$ cat config.mk
export PLATFORM = sky130hd
export DESIGN_NAME = adam_obi_to_axil_mo
export DESIGN_NICKNAME = d
export VERILOG_FILES = /design/src/rtl/adam_axil_pkg.sv /design/src/rtl/adam_obi_axil_ctr.sv /design/src/rtl/adam_obi_to_axil_mo.sv
export SDC_FILE = /design/constraint.sdc
export NUM_CORES = 1
export LEC_CHECK = 0
export ABC_AREA = 1
export BUFFER_PORTS_ARGS = -buffer_cell sky130_fd_sc_hd__clkbuf_2
export CAP_MARGIN = 20
export CELL_PAD_IN_SITES_DETAIL_PLACEMENT = 1
export CELL_PAD_IN_SITES_GLOBAL_PLACEMENT = 1
export CORE_MARGIN = 2
export CORE_UTILIZATION = 28
export DETAILED_ROUTE_END_ITERATION = 8
export HOLD_SLACK_MARGIN = 0.12
export PLACE_DENSITY_LB_ADDON = 0.12
export SYNTH_ARGS = -nofsm -noshare
export SYNTH_HDL_FRONTEND = slang
export SYNTH_SLANG_ARGS = --single-unit
$ cat constraint.sdc
create_clock -name clk -period 4.8 [get_ports clk]
set_clock_uncertainty 0.05 [all_clocks]
set_input_delay 0.48 -clock clk [delete_from_list [all_inputs] [get_ports clk]]
set_output_delay 0.48 -clock clk [all_outputs]
set_load 0.02 [all_outputs]
$ cat src/rtl/adam_axil_pkg.sv
// Shared AXI-Lite response codes, bridge FSM states and small helpers for the
// OBI-to-AXI-Lite multiple-outstanding bridge.
package adam_axil_pkg;

  typedef enum logic [1:0] {
    AXI_RESP_OKAY   = 2'b00,
    AXI_RESP_EXOKAY = 2'b01,
    AXI_RESP_SLVERR = 2'b10,
    AXI_RESP_DECERR = 2'b11
  } axi_resp_e;

  typedef enum logic [1:0] {
    ST_RUN    = 2'd0,
    ST_DRAIN  = 2'd1,
    ST_PAUSED = 2'd2
  } bridge_state_e;

  localparam logic [2:0] AXI_PROT_DEFAULT = 3'b000;

  // Any response code with the error bit set (SLVERR, DECERR) is an OBI error.
  function automatic logic resp_is_err(input logic [1:0] resp);
    return (axi_resp_e'(resp) == AXI_RESP_SLVERR) ||
           (axi_resp_e'(resp) == AXI_RESP_DECERR);
  endfunction

endpackage

$ cat src/rtl/adam_obi_axil_ctr.sv
// Outstanding-transaction counter: up on grant, down on response, never wraps.
module adam_obi_axil_ctr #(
  parameter int unsigned  MAX_VAL = 4,
  localparam int unsigned CW      = $clog2(MAX_VAL + 1)
) (
  input  logic clk,
  input  logic rst_n,
  input  logic inc_i,
  input  logic dec_i,
  output logic full_o,
  output logic empty_o,
  output logic empty_nxt_o
);

  logic [CW-1:0] cnt_q;
  logic [CW-1:0] cnt_d;

  // Simultaneous inc/dec cancel; inc at max and dec at zero are dropped.
  always_comb begin
    cnt_d = cnt_q;
    if (inc_i && !dec_i && (cnt_q != CW'(MAX_VAL))) begin
      cnt_d = cnt_q + CW'(1);
    end else if (dec_i && !inc_i && (cnt_q != '0)) begin
      cnt_d = cnt_q - CW'(1);
    end
  end

  always_ff @(posedge clk) begin
    if (!rst_n) begin
      cnt_q <= '0;
    end else begin
      cnt_q <= cnt_d;
    end
  end

  assign full_o      = (cnt_q == CW'(MAX_VAL));
  assign empty_o     = (cnt_q == '0);
  assign empty_nxt_o = (cnt_d == '0);

endmodule

$ cat src/rtl/adam_obi_to_axil_mo.sv
// OBI slave to AXI-Lite master bridge with up to MAX_TRANS same-direction
// transactions in flight and a drain-then-pause handshake.
module adam_obi_to_axil_mo
  import adam_axil_pkg::*;
#(
  parameter int unsigned  ADDR_WIDTH = 32,
  parameter int unsigned  DATA_WIDTH = 32,
  parameter int unsigned  MAX_TRANS  = 4,
  localparam int unsigned STRB_WIDTH = DATA_WIDTH / 8
) (
  input  logic                  clk,
  input  logic                  rst_n,

  input  logic                  pause_req,
  output logic                  pause_ack,

  input  logic                  req,
  output logic                  gnt,
  input  logic [ADDR_WIDTH-1:0] addr,
  input  logic                  we,
  input  logic [STRB_WIDTH-1:0] be,
  input  logic [DATA_WIDTH-1:0] wdata,

  output logic                  rvalid,
  input  logic                  rready,
  output logic [DATA_WIDTH-1:0] rdata,
  output logic                  err,

  output logic [ADDR_WIDTH-1:0] aw_addr,
  output logic [2:0]            aw_prot,
  output logic                  aw_valid,
  input  logic                  aw_ready,
  output logic [DATA_WIDTH-1:0] w_data,
  output logic [STRB_WIDTH-1:0] w_strb,
  output logic                  w_valid,
  input  logic                  w_ready,
  input  logic [1:0]            b_resp,
  input  logic                  b_valid,
  output logic                  b_ready,

  output logic [ADDR_WIDTH-1:0] ar_addr,
  output logic [2:0]            ar_prot,
  output logic                  ar_valid,
  input  logic                  ar_ready,
  input  logic [DATA_WIDTH-1:0] r_data,
  input  logic [1:0]            r_resp,
  input  logic                  r_valid,
  output logic                  r_ready
);

  bridge_state_e         state_q, state_d;
  logic                  pause_ack_q, pause_ack_d;
  logic                  dir_q, dir_d;
  logic                  aw_valid_q, aw_valid_d;
  logic                  w_valid_q, w_valid_d;
  logic                  ar_valid_q, ar_valid_d;
  logic [ADDR_WIDTH-1:0] addr_q, addr_d;
  logic [STRB_WIDTH-1:0] be_q, be_d;
  logic [DATA_WIDTH-1:0] wdata_q, wdata_d;

  logic cnt_full, cnt_empty, cnt_empty_nxt;
  logic req_pending, sel_valid, grant, rsp_fire;

  adam_obi_axil_ctr #(
    .MAX_VAL (MAX_TRANS)
  ) u_ctr (
    .clk         (clk),
    .rst_n       (rst_n),
    .inc_i       (grant),
    .dec_i       (rsp_fire),
    .full_o      (cnt_full),
    .empty_o     (cnt_empty),
    .empty_nxt_o (cnt_empty_nxt)
  );

  // A new request waits for the previous address/data beats to leave.
  assign req_pending = aw_valid_q || w_valid_q || ar_valid_q;
  assign gnt = req && (state_q == ST_RUN) && !cnt_full && !req_pending &&
               (cnt_empty || (we == dir_q));
  assign grant = gnt;

  // Response path is a pass-through of the channel matching the current direction.
  assign sel_valid = dir_q ? b_valid : r_valid;
  assign rvalid    = !cnt_empty && sel_valid;
  assign b_ready   = dir_q && !cnt_empty && rready;
  assign r_ready   = !dir_q && !cnt_empty && rready;
  assign rdata     = (rvalid && !dir_q) ? r_data : '0;
  assign err       = rvalid && resp_is_err(dir_q ? b_resp : r_resp);
  assign rsp_fire  = rvalid && rready;

  always_comb begin
    state_d    = state_q;
    dir_d      = dir_q;
    aw_valid_d = aw_valid_q;
    w_valid_d  = w_valid_q;
    ar_valid_d = ar_valid_q;
    addr_d     = addr_q;
    be_d       = be_q;
    wdata_d    = wdata_q;

    if (aw_valid_q && aw_ready) aw_valid_d = 1'b0;
    if (w_valid_q && w_ready)   w_valid_d  = 1'b0;
    if (ar_valid_q && ar_ready) ar_valid_d = 1'b0;

    if (grant) begin
      dir_d      = we;
      addr_d     = addr;
      be_d       = be;
      wdata_d    = wdata;
      aw_valid_d = we;
      w_valid_d  = we;
      ar_valid_d = !we;
    end

    // Pause only once everything in flight has fully retired.
    unique case (state_q)
      ST_RUN: begin
        if (pause_req) state_d = ST_DRAIN;
      end
      ST_DRAIN: begin
        if (!pause_req) begin
          state_d = ST_RUN;
        end else if (cnt_empty_nxt && !aw_valid_d && !w_valid_d && !ar_valid_d) begin
          state_d = ST_PAUSED;
        end
      end
      ST_PAUSED: begin
        if (!pause_req) state_d = ST_RUN;
      end
      default: state_d = ST_PAUSED;
    endcase

    pause_ack_d = (state_d == ST_PAUSED);
  end

  always_ff @(posedge clk) begin
    if (!rst_n) begin
      state_q     <= ST_PAUSED;
      pause_ack_q <= 1'b1;
      dir_q       <= 1'b0;
      aw_valid_q  <= 1'b0;
      w_valid_q   <= 1'b0;
      ar_valid_q  <= 1'b0;
      addr_q      <= '0;
      be_q        <= '0;
      wdata_q     <= '0;
    end else begin
      state_q     <= state_d;
      pause_ack_q <= pause_ack_d;
      dir_q       <= dir_d;
      aw_valid_q  <= aw_valid_d;
      w_valid_q   <= w_valid_d;
      ar_valid_q  <= ar_valid_d;
      addr_q      <= addr_d;
      be_q        <= be_d;
      wdata_q     <= wdata_d;
    end
  end

  assign pause_ack = pause_ack_q;
  assign aw_addr   = addr_q;
  assign ar_addr   = addr_q;
  assign aw_prot   = AXI_PROT_DEFAULT;
  assign ar_prot   = AXI_PROT_DEFAULT;
  assign aw_valid  = aw_valid_q;
  assign w_valid   = w_valid_q;
  assign ar_valid  = ar_valid_q;
  assign w_data    = wdata_q;
  assign w_strb    = be_q;

endmodule

# Word level (Yosys, flattened, before mapping)
# Cells that the tools add are included.
# W data, S select, Z words.
[totals]
ff_bits = 78
input_bits = 115
[op_classes]
add_sub_neg = 2
eq_ne = 8
n_mux = 16
n_reduce_logical = 40
[op_table]
columns = ["cell", "count"]
rows = [
  ["$mux W32", 1],
  ["$logic_and A1 B1 Y1", 22],
  ["$logic_not A1 Y1", 10],
  ["$mux W2", 5],
  ["$eq A2 B2 Y1 const B", 4],
  ["$mux W1", 7],
  ["$logic_not A3 Y1", 2],
  ["$mux W3", 2],
  ["$pmux W2 S3", 1],
  ["$logic_or A1 B1 Y1", 4],
  ["$add A3 B1 Y3 const B", 1],
  ["$eq A3 B3 Y1 const B", 1],
  ["$ne A3 B3 Y1 const B", 1],
  ["$reduce_bool A3 Y1", 1],
  ["$sub A3 B1 Y3 const B", 1],
  ["$eq A2 B1 Y1 const B", 1],
  ["$logic_not A2 Y1", 1],
  ["$eq A1 B1 Y1", 1],
]

# Logic depth before layout (Yosys ltp)
# Gate-level depths: netlist (run 1).
[depth]
ltp_word = 18
mapped_depth = 15
depth_no_buf = 15

# Modules after synthesis
# Synthesis (run 1) repeated with hierarchy kept, for this count alone.
[unflattened]
hier_cells = 499
hier_area_um2 = 3507.1
[modules_own_cells]
columns = ["mod", "n_inst", "cells_per_inst", "area_each_um2", "seq_area_each_um2"]
rows = [
  ["adam_obi_to_axil_mo", 1, 460, 3260.6, 1501.4],
  ["adam_obi_axil_ctr", 1, 39, 246.5, 60.1],
]

# Worst setup path before layout (run 1)
# OpenSTA, ideal clock, no wires.
[synth_path]
kind = "register to output"
startpoint = "register u_ctr.cnt_q[0]"
endpoint = "output rdata[10]"
arrival_time_ns = 1.655
required_time_ns = 4.270
setup_slack_ns = 2.615
path_stages_with_launch = 9
path_buffers = 1
cell_sequence = "dfxtp_1 > inv_1 > ha_1 > nand2_4 > nand3_4 > inv_1 > nand2_1 > clkbuf_1 > nor2_1"
[synth_between]
elab_chain_cells = 5
[synth_rtl]
columns = ["item", "line_no", "source"]
rows = [
  ["from (decl)", "adam_obi_axil_ctr.sv:15", "logic [CW-1:0] cnt_q;"],
  ["from (signal assigned)", "adam_obi_axil_ctr.sv:32", "cnt_q <= cnt_d;"],
  ["$logic_not A3 Y1", "adam_obi_axil_ctr.sv:37", "assign empty_o = (cnt_q == '0);"],
  ["$logic_not A1 Y1", "adam_obi_to_axil_mo.sv:84", "assign rvalid = !cnt_empty && sel_valid;"],
  ["$logic_and A1 B1 Y1", "adam_obi_to_axil_mo.sv:84", ""],
  ["net rvalid", "adam_obi_to_axil_mo.sv:24", "output logic rvalid,"],
  ["$logic_and A1 B1 Y1", "adam_obi_to_axil_mo.sv:87", "assign rdata = (rvalid && !dir_q) ? r_data : '0;"],
  ["$mux W32", "adam_obi_to_axil_mo.sv:87", ""],
  ["to (decl)", "adam_obi_to_axil_mo.sv:26", "output logic [DATA_WIDTH-1:0] rdata,"],
]
# The timed path passes the listed nets, and every way through them passes these cells.

# Worst setup path in the final report (run 1)
[layout_path]
startpoint = "register u_ctr.cnt_q[0]"
endpoint = "output gnt"
[layout_between]
elab_chain_cells = 5
elab_cells_between_ends = 7
cone_classes = "eq/ne (1); reduce/logical (6)"
[layout_rtl]
columns = ["item", "line_no", "source"]
rows = [
  ["$eq A3 B3 Y1", "adam_obi_axil_ctr.sv:36", "assign full_o = (cnt_q == CW'(MAX_VAL));"],
  ["$logic_not A1 Y1", "adam_obi_to_axil_mo.sv:78", "assign gnt = req && (state_q == ST_RUN) && !cnt_full && !req_pending &&"],
  ["$logic_and A1 B1 Y1 (2 in a row)", "adam_obi_to_axil_mo.sv:78", ""],
  ["$logic_and A1 B1 Y1 *", "adam_obi_to_axil_mo.sv:78", ""],
  ["to (decl)", "adam_obi_to_axil_mo.sv:18", "output logic gnt,"],
]
# Every way passes the cells marked *; elsewhere a longest branch is shown, timed or not.

==> impl_metrics.env, run 1 <==
export IMPL_p_sw_share_pct=37.47
export IMPL_cpMostUsedCell="nand2_1"
export IMPL_start_kind="flip-flop"
export IMPL_grt_max_degree=74
export IMPL_ys_seq_area_share_pct=44.05
export IMPL_rows=41
export IMPL_post_drt_wl_per_cell_um=12.74
export IMPL_first_pass_iters=4
export IMPL_grt_overflow=0
export IMPL_synth_top_area_share_pct=44.05
export IMPL_power_density_nw_per_um2=458.6
export IMPL_track_usage_pct=15.55
export IMPL_via_count=3758
export IMPL_gp_congestion=0.6933
export IMPL_core_area_sq_um=12470
export IMPL_areaGrowthSynthToFinish_pct=40.45
export IMPL_setup_violations=0
export IMPL_pwr_share_comb_pct=34.3
export IMPL_path_max_fanout=73
export IMPL_leakagePower_nw=2.703
export IMPL_synth_most_common_cell="nor2_1"
export IMPL_postLayoutCoreUtil_pct=39.94
export IMPL_drv_slew=0
export IMPL_clockBufferDepth=2
export IMPL_placed_cell_area_sq_um=4668
export IMPL_max_freq_ghz=0.3163
export IMPL_clock_latency_ns=0.33
export IMPL_syn_inst=501
export IMPL_irDropWorstVdd_mv=0.1384
export IMPL_synth_area_top_cells="dfxtp_1, nor2_1, o21ai_0"
export IMPL_grt_first_pass_wirelength_um=16710
export IMPL_critPathTopFamily="buffers and inverters"
export IMPL_fin_area_sq_um=4979
export IMPL_synth_area_leader_cell="dfxtp_1"
export IMPL_cp_arrival_ns=2.63
export IMPL_ctsHtreeMaxLevel=3
export IMPL_hpwl_um=8460
export IMPL_viasPerCell=4.237
export IMPL_grt_pass1_vias=3492
export IMPL_die_h_um=116.5
export IMPL_tritoncts="done"
export IMPL_async_flop_share_pct=0
export IMPL_status="finished, final reports clean"
export IMPL_cts_root_buffer_cell="clkbuf_16"
export IMPL_power_switching_w=0.0008555
export IMPL_fin_crit_sh_pct=65.87
export IMPL_cts_hold_buf=0
export IMPL_synth_area_sq_um=3545
export IMPL_end_kind="output pin"
export IMPL_synth_ff_type="dfxtp_1"
export IMPL_wl_um=11300
export IMPL_route_detailed_drc=0
export IMPL_antenna_cells=0
export IMPL_cts_buffers=9
export IMPL_post_cts_setup_buffers=0
export IMPL_antenna_found_initial=0
export IMPL_cp_required_ns=4.27
export IMPL_die_area_sq_um=13580
export IMPL_path_clk_slew_ns=0.06
export IMPL_first_iter_violations=121
export IMPL_tightest_slew_ns=0.9810
export IMPL_synth_ff_latch_count=78
export IMPL_drive_above_1_share_pct=40.14
export IMPL_crit_slowest_cell="inv_2"
export IMPL_power_share_sequential_pct=35.1
export IMPL_period_needed_ns=3.162
export IMPL_hold_class="input pin to flip-flop"
export IMPL_fin_nets=828
export IMPL_start_util_pct=28.44
export IMPL_cts_resized=0
export IMPL_critPathMaxStageDelay_ns=0.54
export IMPL_fin_tns_setup_ns=0
export IMPL_yosysWarnings=0
export IMPL_crit_type="flip-flop to output pin"
export IMPL_avgSynthCellArea_sq_um=7.075
export IMPL_power_internal_w=0.001428
export IMPL_ant_nets=0
export IMPL_hold_violations=0
export IMPL_synth_cell_types=27
export IMPL_yosys_top_cells_count="nor2_1, dfxtp_1, o21ai_0"
export IMPL_crit_chain="inv_1, ha_1, nand2_1, nand2_1, nor2_4, nand2_4, inv_2, clkbuf_2"
export IMPL_crit_buf_inv=3
export IMPL_die_width_um=116.5
export IMPL_cts_sinks=78
export IMPL_drv_cap=0
export IMPL_p_clk_share_pct=30.6
export IMPL_num_io_pins=262
export IMPL_synth_edf_count=0
export IMPL_port_buffers=253
export IMPL_rsz0062_at_grt="no"
export IMPL_relSlewSlack_pct=34.44
==> stage by stage <==
step	hold WS, ns	total power (W)	setup WS, ns	instances
2_1_floorplan	0.4269	0.001383	2.615	506
3_3_place_gp	0.4155	0.001588	1.947	871
3_5_place_dp	0.4229	0.001613	1.835	871
4_1_cts	0.3254	0.002327	1.581	887
5_1_grt	0.3382	0.002436	1.392	887
6_report	0.3365	0.002283	1.638	887
==> flip-flops by register name, summed over array words and instances (netlist names), 2 cells and up <==
| register | cells |
|---|---|
| ar_addr | 32 |
| state_q | 2 |
| u_ctr.cnt_q | 3 |
| w_data | 32 |
| w_strb | 4 |
==> final cells by class <==
cell class	instances	area (sq um)
fillers	1685	7487
flip-flops and latches	78	1562
multi-input cells	314	1415
repair buffers	255	1281
clock buffers	12	256.5
well taps	172	215.2
inverters	52	195.2
clock inverters	4	53.80
==> per-layer routing <==
metal | up-vias | wire, um | global-route usage (%)
li1 | 1910 | - | -
met1 | 1710 | 4726 | 18.51
met2 | 130 | 5772 | 28.02
met3 | 8 | 732 | 4.048
met4 | 0 | 66 | 3.571
met5 | - | 0 | 0
==> logic make-up (layout without fill, tap and decap cells) <==
kind of cell | after synthesis | in the layout | share of synthesized area (%)
flip-flops | 78 | 78 | 44.05
XOR/XNOR | 1 | 1 | 0.2471
adder cells (fa/ha/maj) | 3 | 3 | 1.059
buffers and inverters | 114 | 323 | 16.55
AO/OA/AOI/OAI | 78 | 78 | 11.19
other | 1 | 6 | 0.1058
AND/OR/NAND/NOR | 226 | 226 | 26.79
==> worst paths after layout <==
check / startpoint / endpoint / slack [ns] / cells after the start
setup / recovery: u_ctr.cnt_q[0] / gnt / 1.64 / 8
hold / removal: addr[12] / ar_addr[12] / 0.34 / 3
setup reg to reg: u_ctr.cnt_q[0] / w_data[21] / 1.89 / 10
hold reg to reg: w_data[18] / w_data[18] / 0.43 / 2
==> tightest hold or removal path: stages <==
cell	delay (ns)
clkbuf_2	0.08
o21ai_1	0.06
nor2_1	0.07
==> layout by cell type, fill, tap and decap left out <==
master and n:
a21oi_1 7, a21oi_2 1, buf_4 2, bufinv_16 1
clkbuf_1 1, clkbuf_16 9, clkbuf_2 253, clkbuf_8 2
clkinvlp_4 2, conb_1 6, dfxtp_1 78, ha_1 3
inv_1 50, inv_2 2, inv_6 1, nand2_1 24
nand2_2 4, nand2_4 4, nand3_1 7, nand3_2 1
nand3_4 1, nand4_1 2, nor2_1 177, nor2_2 1
nor2_4 2, nor3b_1 2, o21ai_0 65, o21ai_1 4
o21bai_1 1, or2_2 1, xor2_1 1
==> power groups by stage <==
stage          Sequential (W)  Clock [W]  Combinational (W)
2_1_floorplan        0.000912          0           0.000472
3_3_place_gp         0.000812          0           0.000776
3_5_place_dp         0.000817          0           0.000796
4_1_cts              0.000803   0.000727           0.000798
5_1_grt              0.000815   0.000750           0.000871
6_report             0.000801   0.000699           0.000783
(Power assumes the default switching activity.)
==> run 2: changes to the inputs <==
Settings changed: CORE_UTILIZATION 28 to 24.
Clock period 4.8 ns to 2.55 ns, I/O delays scaled along.
==> run 2 against run 1 <==
Net effect:
- via count increased by 5.1%
- combinational power increased by 98%
- sequential cell count unchanged
- non-clock buffer count increased by 35
==> impl_metrics.env, run 2 (synthesis gave the netlist of run 1 again) <==
export IMPL_end_kind="output pin"
export IMPL_most_common_layout_cells="clkbuf_2, nor2_1, dfxtp_1, o21ai_0, inv_1"
export IMPL_rrSetupSlack_ns=0.40
export IMPL_reg2regPathDepth=14
export IMPL_tritoncts="done"
export IMPL_fin_tns_setup_ns=0
export IMPL_path_max_fanout=32
export IMPL_leakagePower_nw=2.867
export IMPL_post_cts_setup_buffers=0
export IMPL_start_util_pct=24.48
export IMPL_die_h_um=125.5
export IMPL_crit_buf_inv=3
export IMPL_die_width_um=125.5
export IMPL_crit_cells=8
export IMPL_power_density_nw_per_um2=827.0
export IMPL_critPathMaxStageDelay_ns=0.36
export IMPL_track_usage_pct=15.19
export IMPL_fin_nets=863
export IMPL_drive_above_1_share_pct=38.80
export IMPL_cts_root_buffer_cell="clkbuf_16"
export IMPL_cts_sinks=78
export IMPL_hpwl_um=8921
export IMPL_startpoint="u_ctr.cnt_q[0]"
export IMPL_drv_cap=0
export IMPL_first_pass_iters=4
export IMPL_grt_pass1_vias=3981
export IMPL_clockBufferDepth=2
export IMPL_antenna_cells=0
export IMPL_ant_nets=0
export IMPL_irDropWorstVdd_mv=0.3032
export IMPL_reg2reg_to="state_q[0]"
export IMPL_clock_latency_ns=0.34
export IMPL_gp_congestion=0.7554
export IMPL_crit_slowest_cell="dfxtp_1"
export IMPL_first_iter_violations=153
export IMPL_cts_buffers=9
export IMPL_crit_chain="inv_1, ha_1, nand2_1, nand2_1, nor2_4, nand2_8, inv_6, clkbuf_2"
export IMPL_placed_cells=887
export IMPL_critPathTopFamily="simple AND/OR/NAND/NOR gates"
export IMPL_crit_type="flip-flop to output pin"
export IMPL_port_buffers=253
export IMPL_ctsHtreeMaxLevel=3
export IMPL_stdcell_count=934
export IMPL_cp_required_ns=2.25
export IMPL_wl_um=11870
export IMPL_hold_slack_ns=0.1270
export IMPL_max_freq_ghz=0.4315
export IMPL_hold_violations=0
export IMPL_grt_overflow=0
export IMPL_via_count=3950
export IMPL_hold_class="input pin to flip-flop"
export IMPL_start_kind="flip-flop"
export IMPL_cpMostUsedCell="nand2_1"
export IMPL_critical_path_endpoint="gnt"
export IMPL_rsz0062_at_grt="no"
export IMPL_r2r_start="u_ctr.cnt_q[0]"
export IMPL_period_needed_ns=2.318
export IMPL_core_area_sq_um=14480
export IMPL_drv_slew=0
export IMPL_grt_first_pass_wirelength_um=19440
export IMPL_grt_max_degree=43
export IMPL_status="finished, final reports clean"
export IMPL_path_clk_slew_ns=0.06
export IMPL_viasPerCell=4.229
export IMPL_route_detailed_drc=0
export IMPL_cp_arrival_ns=2.01
export IMPL_num_io_pins=262
export IMPL_antenna_found_initial=0
export IMPL_post_drt_wl_per_cell_um=12.71
export IMPL_fin_crit_sh_pct=90.88
export IMPL_rows=44
export IMPL_layout_commonest_cell="clkbuf_2"
export IMPL_setup_violations=0
export IMPL_die_area_sq_um=15760
export IMPL_areaGrowthSynthToFinish_pct=51.96
==> run 2: cell types whose count changed in the layout (fill, tap and decap cells not counted), sizes merged <==
cell         change
clkinvlp         -1
buf              +4
clkbuf           -1
dlygate4sd3     +31
bufinv           +1
clkinv           +1
==> run 2: where the power goes <==
part | internal, W | switching, W
clock network | 0.000886 | 0.000507
logic | 0.000531 | 0.00102
registers | 0.00140 | 0.000116
==> run 2: how the worst min path moves through the flow <==
stage,slack [ns],depth (start not counted),from,end
after global placement,0.41,2,w_data[24],w_data[24]
after detailed placement,0.42,2,w_data[1],w_data[1]
after CTS,0.12,3,wdata[15],w_data[15]
after global routing,0.12,3,wdata[1],w_data[1]
after floorplan,0.35,2,addr[12],ar_addr[12]
final,0.13,3,be[3],w_strb[3]
==> run 2: area by class of cell <==
type                    instances  area, sq um
clock buffers                  11        242.7
clock inverters                 5        81.33
fillers                      1876         9092
inverters                      52        200.2
multi-input cells             314         1424
flip-flops and latches         78         1562
well taps                     184        230.2
repair buffers                290         1647
==> run 2: worst min-delay path, cell delays in order <==
cell,delay [ns]
clkbuf_2,0.07
o21ai_0,0.07
nor2_1,0.08
==> run 2: layer usage <==
layer / wire [um] / global-route usage (%)
met4: 133 / 5.098
met5: 0 / 0
met1: 5067 / 18.16
met3: 703 / 3.466
met2: 5969 / 26.77
==> run 2: repair_timing <==
item                       4_1_cts  5_1_grt
setup endpoints to repair        1        1
cloned                           0        0
hold buffers                    31        0
gates resized for setup          1        2
hold endpoints to repair        31        0
==> run 2: through the flow <==
step / area (sq um) / power [W] / worst slack (ns) / utilization (%)
after floorplan: 3563 / 0.002604 / 0.5905 / -
after global placement: 4738 / 0.003029 / 0.3392 / 32.73
after detailed placement: 4738 / 0.003069 / 0.3229 / 32.73
after CTS: 5375 / 0.004541 / 0.06436 / 37.12
after global routing: 5386 / 0.004749 / 0.05695 / 37.20
final: 5386 / 0.004454 / 0.2325 / 37.20
